`src/rtl/ball_motion_if.sv`:
```
// ---------------------------------------------------------------------------
// ball_motion_if
//
// Erase/redraw handshake between the ball sequencer and the VGA box drawer.
//
// Signals:
//   draw_req   requester -> drawer  box draw request; held until draw_done
//   erase      requester -> drawer  1 = paint background colour,
//                                   0 = paint ball colour (qualifies draw_req)
//   draw_done  drawer -> requester  1-cycle pulse; the current box is finished
//
// Modports:
//   master  the ball sequencer (drives draw_req/erase)
//   slave   the box drawer (drives draw_done)
// ---------------------------------------------------------------------------
interface ball_motion_if;
  logic draw_req;
  logic erase;
  logic draw_done;

  modport master (
    output draw_req,
    output erase,
    input  draw_done
  );

  modport slave (
    input  draw_req,
    input  erase,
    output draw_done
  );
endinterface

```
`src/rtl/ball_motion.sv`:
```
// ---------------------------------------------------------------------------
// ball_motion
//
// Frame-paced ball position sequencer for the air-hockey datapath. It holds
// the top-left corner of the ball and, once per frame tick, erases the old
// box, steps the position by STEP pixels per axis in the direction chosen by
// the collision stage, redraws the box, then gives the collision stage a
// one-cycle evaluation pulse.
//
// Ports:
//   clock        in   system clock
//   reset_n      in   synchronous, active-low reset
//   serve        in   start/restart the ball (level, sampled in IDLE/HALT)
//   horizontal   in   1 = move right (+x), 0 = move left (-x)
//   vertical     in   1 = move up (-y),    0 = move down (+y)
//   stop         in   goal condition, sampled at the WAIT terminal count
//   draw_bus     master side of the erase/redraw handshake with the drawer
//   x_ball       out  ball top-left x (11 bits)
//   y_ball       out  ball top-left y (11 bits)
//   coll_enable  out  1-cycle pulse; the collision stage evaluates on it
//   halted       out  ball stopped after a goal
// ---------------------------------------------------------------------------
module ball_motion #(
  parameter int FRAME_CYCLES = 833333,
  parameter int STEP         = 1,
  parameter int BALL_SIZE    = 4,
  parameter int SCREEN_W     = 320,
  parameter int SCREEN_H     = 240,
  parameter int START_X      = 158,
  parameter int START_Y      = 118
) (
  input  logic          clock,
  input  logic          reset_n,
  input  logic          serve,
  input  logic          horizontal,
  input  logic          vertical,
  input  logic          stop,
  ball_motion_if.master draw_bus,
  output logic [10:0]   x_ball,
  output logic [10:0]   y_ball,
  output logic          coll_enable,
  output logic          halted
);

  typedef enum logic [2:0] {
    S_IDLE,
    S_WAIT,
    S_ERASE,
    S_MOVE,
    S_DRAW,
    S_COLL,
    S_HALT
  } state_t;

  // FRAME_CYCLES is at least 2, so the counter is never narrower than 1 bit.
  localparam int CNT_W = (FRAME_CYCLES > 2) ? $clog2(FRAME_CYCLES) : 1;
  localparam logic [CNT_W-1:0] CNT_LAST = CNT_W'(FRAME_CYCLES - 1);

  localparam logic [11:0] STEP_12  = 12'(STEP);
  localparam logic [11:0] X_MAX_12 = 12'(SCREEN_W - BALL_SIZE);
  localparam logic [11:0] Y_MAX_12 = 12'(SCREEN_H - BALL_SIZE);
  localparam logic [10:0] X_MAX_11 = 11'(SCREEN_W - BALL_SIZE);
  localparam logic [10:0] Y_MAX_11 = 11'(SCREEN_H - BALL_SIZE);
  localparam logic [10:0] X_START  = 11'(START_X);
  localparam logic [10:0] Y_START  = 11'(START_Y);

  state_t           state;
  state_t           state_next;
  logic [CNT_W-1:0] frame_cnt;
  logic             frame_tick;
  logic [11:0]      x_sum;
  logic [11:0]      y_sum;
  logic [10:0]      x_next;
  logic [10:0]      y_next;

  assign frame_tick = (state == S_WAIT) && (frame_cnt == CNT_LAST);

  // State register.
  always_ff @(posedge clock) begin
    if (!reset_n) begin
      state <= S_IDLE;
    end else begin
      state <= state_next;
    end
  end

  // Next-state logic. draw_done is only looked at in ERASE and DRAW, so a
  // stray pulse anywhere else has no effect.
  always_comb begin
    state_next = state;
    case (state)
      S_IDLE: begin
        if (serve) begin
          state_next = S_DRAW;
        end
      end
      S_WAIT: begin
        if (frame_tick) begin
          state_next = stop ? S_HALT : S_ERASE;
        end
      end
      S_ERASE: begin
        if (draw_bus.draw_done) begin
          state_next = S_MOVE;
        end
      end
      S_MOVE: begin
        state_next = S_DRAW;
      end
      S_DRAW: begin
        if (draw_bus.draw_done) begin
          state_next = S_COLL;
        end
      end
      S_COLL: begin
        state_next = S_WAIT;
      end
      S_HALT: begin
        if (serve) begin
          state_next = S_DRAW;
        end
      end
      default: begin
        state_next = S_IDLE;
      end
    endcase
  end

  // Frame pacing counter; only runs in WAIT so every frame starts from 0.
  always_ff @(posedge clock) begin
    if (!reset_n) begin
      frame_cnt <= '0;
    end else if (state == S_WAIT) begin
      frame_cnt <= frame_tick ? '0 : frame_cnt + CNT_W'(1);
    end else begin
      frame_cnt <= '0;
    end
  end

  // Step arithmetic in 12 bits. The position is always within the screen, so
  // the sum can never reach 2048 from above; bit 11 set therefore means the
  // subtraction went below zero. Clamping to the edges (rather than letting
  // the ball overshoot) guarantees the collision stage sees exact edge
  // equality for any STEP.
  always_comb begin
    x_sum = horizontal ? ({1'b0, x_ball} + STEP_12) : ({1'b0, x_ball} - STEP_12);
    y_sum = vertical   ? ({1'b0, y_ball} - STEP_12) : ({1'b0, y_ball} + STEP_12);

    x_next = x_sum[10:0];
    if (x_sum[11]) begin
      x_next = '0;
    end else if (x_sum > X_MAX_12) begin
      x_next = X_MAX_11;
    end

    y_next = y_sum[10:0];
    if (y_sum[11]) begin
      y_next = '0;
    end else if (y_sum > Y_MAX_12) begin
      y_next = Y_MAX_11;
    end
  end

  // Position register. It only changes in MOVE (never while draw_req is up)
  // or on a serve, which is followed by a draw at the freshly loaded spot.
  always_ff @(posedge clock) begin
    if (!reset_n) begin
      x_ball <= X_START;
      y_ball <= Y_START;
    end else begin
      case (state)
        S_IDLE, S_HALT: begin
          if (serve) begin
            x_ball <= X_START;
            y_ball <= Y_START;
          end
        end
        S_MOVE: begin
          x_ball <= x_next;
          y_ball <= y_next;
        end
        default: begin
          x_ball <= x_ball;
          y_ball <= y_ball;
        end
      endcase
    end
  end

  // Outputs are registered decodes of the next state, so they are glitch-free
  // and line up exactly with the state the machine is entering.
  always_ff @(posedge clock) begin
    if (!reset_n) begin
      draw_bus.draw_req <= 1'b0;
      draw_bus.erase    <= 1'b0;
      coll_enable       <= 1'b0;
      halted            <= 1'b0;
    end else begin
      draw_bus.draw_req <= (state_next == S_ERASE) || (state_next == S_DRAW);
      draw_bus.erase    <= (state_next == S_ERASE);
      coll_enable       <= (state_next == S_COLL);
      halted            <= (state_next == S_HALT);
    end
  end

endmodule

```
`src/flat_wrapper.sv`:
```
// flat-port wrapper written by rule: the top's interface ports become plain ports
module ball_motion_flat 
#(
  parameter int FRAME_CYCLES = 833333,
  parameter int STEP         = 1,
  parameter int BALL_SIZE    = 4,
  parameter int SCREEN_W     = 320,
  parameter int SCREEN_H     = 240,
  parameter int START_X      = 158,
  parameter int START_Y      = 118
)
  (clock, reset_n, serve, horizontal, vertical, stop, x_ball, y_ball, coll_enable, halted, draw_bus_draw_req, draw_bus_erase, draw_bus_draw_done);
  ball_motion_if draw_bus_i ();
  input  logic clock;
  input  logic reset_n;
  input  logic serve;
  input  logic horizontal;
  input  logic vertical;
  input  logic stop;
  output logic [10:0] x_ball;
  output logic [10:0] y_ball;
  output logic coll_enable;
  output logic halted;
  output wire logic [$bits(draw_bus_i.draw_req)-1:0] draw_bus_draw_req;
  output wire logic [$bits(draw_bus_i.erase)-1:0] draw_bus_erase;
  input wire logic [$bits(draw_bus_i.draw_done)-1:0] draw_bus_draw_done;
  assign draw_bus_draw_req = draw_bus_i.draw_req;
  assign draw_bus_erase = draw_bus_i.erase;
  assign draw_bus_i.draw_done = draw_bus_draw_done;
  ball_motion #(.FRAME_CYCLES(FRAME_CYCLES), .STEP(STEP), .BALL_SIZE(BALL_SIZE), .SCREEN_W(SCREEN_W), .SCREEN_H(SCREEN_H), .START_X(START_X), .START_Y(START_Y)) u_core (.clock(clock), .reset_n(reset_n), .serve(serve), .horizontal(horizontal), .vertical(vertical), .stop(stop), .draw_bus(draw_bus_i), .x_ball(x_ball), .y_ball(y_ball), .coll_enable(coll_enable), .halted(halted));
endmodule
```
`config.mk`:
```
export PLATFORM = sky130hd
export DESIGN_NAME = ball_motion_flat
export DESIGN_NICKNAME = d
export VERILOG_FILES = /design/src/rtl/ball_motion_if.sv /design/src/rtl/ball_motion.sv /design/src/flat_wrapper.sv
export SDC_FILE = /design/constraint.sdc
export NUM_CORES = 1
export LEC_CHECK = 0
export CAP_MARGIN = 40
export CORE_MARGIN = 5
export CORE_UTILIZATION = 30
export CTS_BUF_LIST = sky130_fd_sc_hd__clkbuf_16
export CTS_CLUSTER_DIAMETER = 150
export DETAILED_ROUTE_END_ITERATION = 8
export DONT_BUFFER_PORTS = 1
export SLEW_MARGIN = 20
export SYNTH_ARGS = -nofsm -noshare
export SYNTH_HDL_FRONTEND = slang
export SYNTH_SLANG_ARGS = --single-unit
```
`constraint.sdc`:
```
create_clock -name clock -period 7.07 [get_ports clock]
set_input_delay 0.3535 -clock clock [delete_from_list [all_inputs] [get_ports clock]]
set_output_delay 0.3535 -clock clock [all_outputs]
set_load 0.005 [all_outputs]
```
==> reports/results.txt <==
Die Area -> 13600 um^2
total power -> 0.633 mW
sequential standard cell area -> 981 um^2
predominant post-synthesis flop cell -> dfxtp_1
worst vdd ir -> 107 uV
port bufs -> 0
Final HPWL DP -> 6230 um
Layout Skew -> 3.59 ps
actual slew at the worst max-slew pin -> 542 ps
Util after Layout -> 32.7%
Final Hold Violating Endpoints -> 0
Syn. warnings -> 0
I/O Pins -> 33
post-place instance area -> 3520 um^2
vias per cell -> 5.36
net count of the mapped netlist -> 442
largest net degree at the start of global routing -> 21
Setup Crit Path Kind -> flop to flop
endpoint class of the critical path -> flop
Antenna diodes -> 0
Seq/Total Area, Yosys -> 28.7%
Routed Wire Length -> 8030 um
Power per Cell Area -> 172 nW/um^2
initial core utilization -> 30.3%
Placed Instances -> 540
CP Launch Type -> flop
fin worst setup slack -> 4200 ps
CTS Sinks -> 49
# setup viols final -> 0
Max Slew Vio Count -> 0
CTS clock-pin slew for the worst setup and hold paths -> 60 ps
aggregate global routing overflow -> 0
largest area contributor in the synthesized netlist -> dfxtp_1
first-pass GRT wire length -> 13000 um
mean post-synth cell area -> 8.34 um^2
CTS Buf Count -> 5
max-capacitance violation count -> 0
Crit path arrival time -> 3030 ps
initial antenna violation count -> 0
post-route cell area -> 3680 um^2
CP max stage delay -> 490 ps
cell depth of the worst min-delay path -> 1
share of layout cells above drive strength 1 -> 7.65%
dpl ws -> 4140 ps
core area -> 11300 um^2
Mapped Area -> 3410 um^2
Vias -> 2939
CP max FO -> 7
final setup TNS -> 0 ps
fin cells -> 548
Tcrit/Tclk final -> 40.5%
fmax -> 0.349 GHz
Placer Congestion -> 0.899
hold buffers post-CTS -> 0
clk buf depth -> 2
worst path cell trace -> inv_1 -> fa_1 -> nand2b_1 -> a21oi_1 -> a221oi_1 -> o31a_2 -> o211ai_4 -> a211oi_2 -> a2111o_1
synthesized flop and latch total -> 49
Synth cell types -> 75
CP max-delay cell -> dfxtp_1
Post-CTS Setup Bufs -> 0
min Tclk post-route -> 2870 ps
Post-synth EDFFs -> 0
worst r2r path cells -> 9
largest cells by area after synthesis -> dfxtp_1 (29%), ha_1 (8.8%), nor2_1 (6.2%)
Hold Crit Class -> primary input to flop
RSZ-0062 raised after global routing -> no
area delta synth->final -> 7.92%
top-area cell type share of the netlist area -> 28.7%
fillers -> 1165
number of H-tree levels -> 2
DRC errors left -> 0
Die W -> 117 um
Multi-input gate area -> 2280 um^2
CTS tree -> built
num rows -> 39
WHS -> 201 ps
top cells by count, synth -> nor2_1 (56), dfxtp_1 (49), a21oi_1 (24), ha_1 (24), nand2_1 (24)
ys async rst share -> 0%
Slew HR -> 63.9%
Final nets -> 437
GRT Total Usage -> 11.6%
drt pass-1 iters -> 4
leakage power -> 1.34 nW
CP required -> 7240 ps
status -> finished clean
most numerous cell in the Yosys netlist -> nor2_1
Die Ht -> 117 um
CTS resizes -> 0
clock latency on the worst-skew pair -> 280 ps
DRT iter0 DRCs -> 152
Root Buffer -> clkbuf_16
Final ANT Viol Nets -> 0
WL per Instance -> 14.7 um
cells after synthesis -> 409
vias in the first global route -> 2729
==> final cells by class <==
type,count,share of cell area [%]
clock buffers,5,3.40
clock inverters,3,1.02
inverters,16,1.63
multi-input cells,330,62.0
flip-flops and latches,49,26.6
well taps,143,4.86
repair buffers,2,0.408
==> path summary, 6_finish.rpt <==
path / startpoint / end / slack, ps
max reg2reg: u_core.x_ball[0]$_SDFFE_PN0P_ / u_core.x_ball[4]$_SDFFE_PN1P_ / 4200
min: reset_n / u_core.state[2]$_SDFF_PN0_ / 200
min reg2reg: u_core.frame_cnt[0]$_SDFF_PP0_ / u_core.frame_cnt[0]$_SDFF_PP0_ / 480
max: u_core.x_ball[0]$_SDFFE_PN0P_ / u_core.x_ball[4]$_SDFFE_PN1P_ / 4200
==> registers in the layout, summed over array words and instances, names as in the netlist <==
signal and cells:
u_core.frame_cnt 20, u_core.x_ball 11, u_core.y_ball 11, u_core.state 3, u_core.coll_enable 1, u_core.draw_bus.draw_req 1
u_core.draw_bus.erase 1, u_core.halted 1
==> placed cells by master (no fill, tap or decap), drive strengths merged, types with 6 or more instances in the layout <==
cell type	n
nor2	56
dfxtp	49
a21oi	25
nand2	24
ha	24
o21ai	19
inv	17
nand3	16
xor2	16
xnor2	16
and3	14
nand4	9
nor3	9
nand2b	8
a211oi	7
o211ai	6
==> kinds of logic (layout without fill, tap and decap cells) <==
kind of cell	after synthesis	in the layout	synth area share, %
simple gates	168	168	25.3
compound gates	102	102	22.7
flops	49	49	28.7
xor+xnor	32	32	8.43
buf+inv	30	26	4.29
fa+ha+maj	26	26	9.97
mux	2	2	0.587
==> worst max-delay path, delay by kind of cell (launching register included) <==
| family | cells | cell delay, ps |
|---|---|---|
| simple gates | 1 | 180 |
| buf+inv | 1 | 100 |
| fa+ha+maj | 1 | 440 |
| flops | 1 | 490 |
| compound gates | 6 | 1540 |
==> per-layer routing <==
metal / up-vias / wire (um) / GRT usage, %
li1: 1489 / - / -
met5: - / 0 / 0
met1: 1390 / 3470 / 13.9
met2: 53 / 3970 / 20.4
met4: 0 / 85 / 2.45
met3: 7 / 500 / 3.58
==> report_power, final <==
part           leakage (nW)  internal (mW)  switching (mW)
combinational         0.860         0.0350          0.0554
sequential            0.396          0.278         0.00309
clock                0.0826          0.164          0.0969
Power figures use the tool's default switching activity.
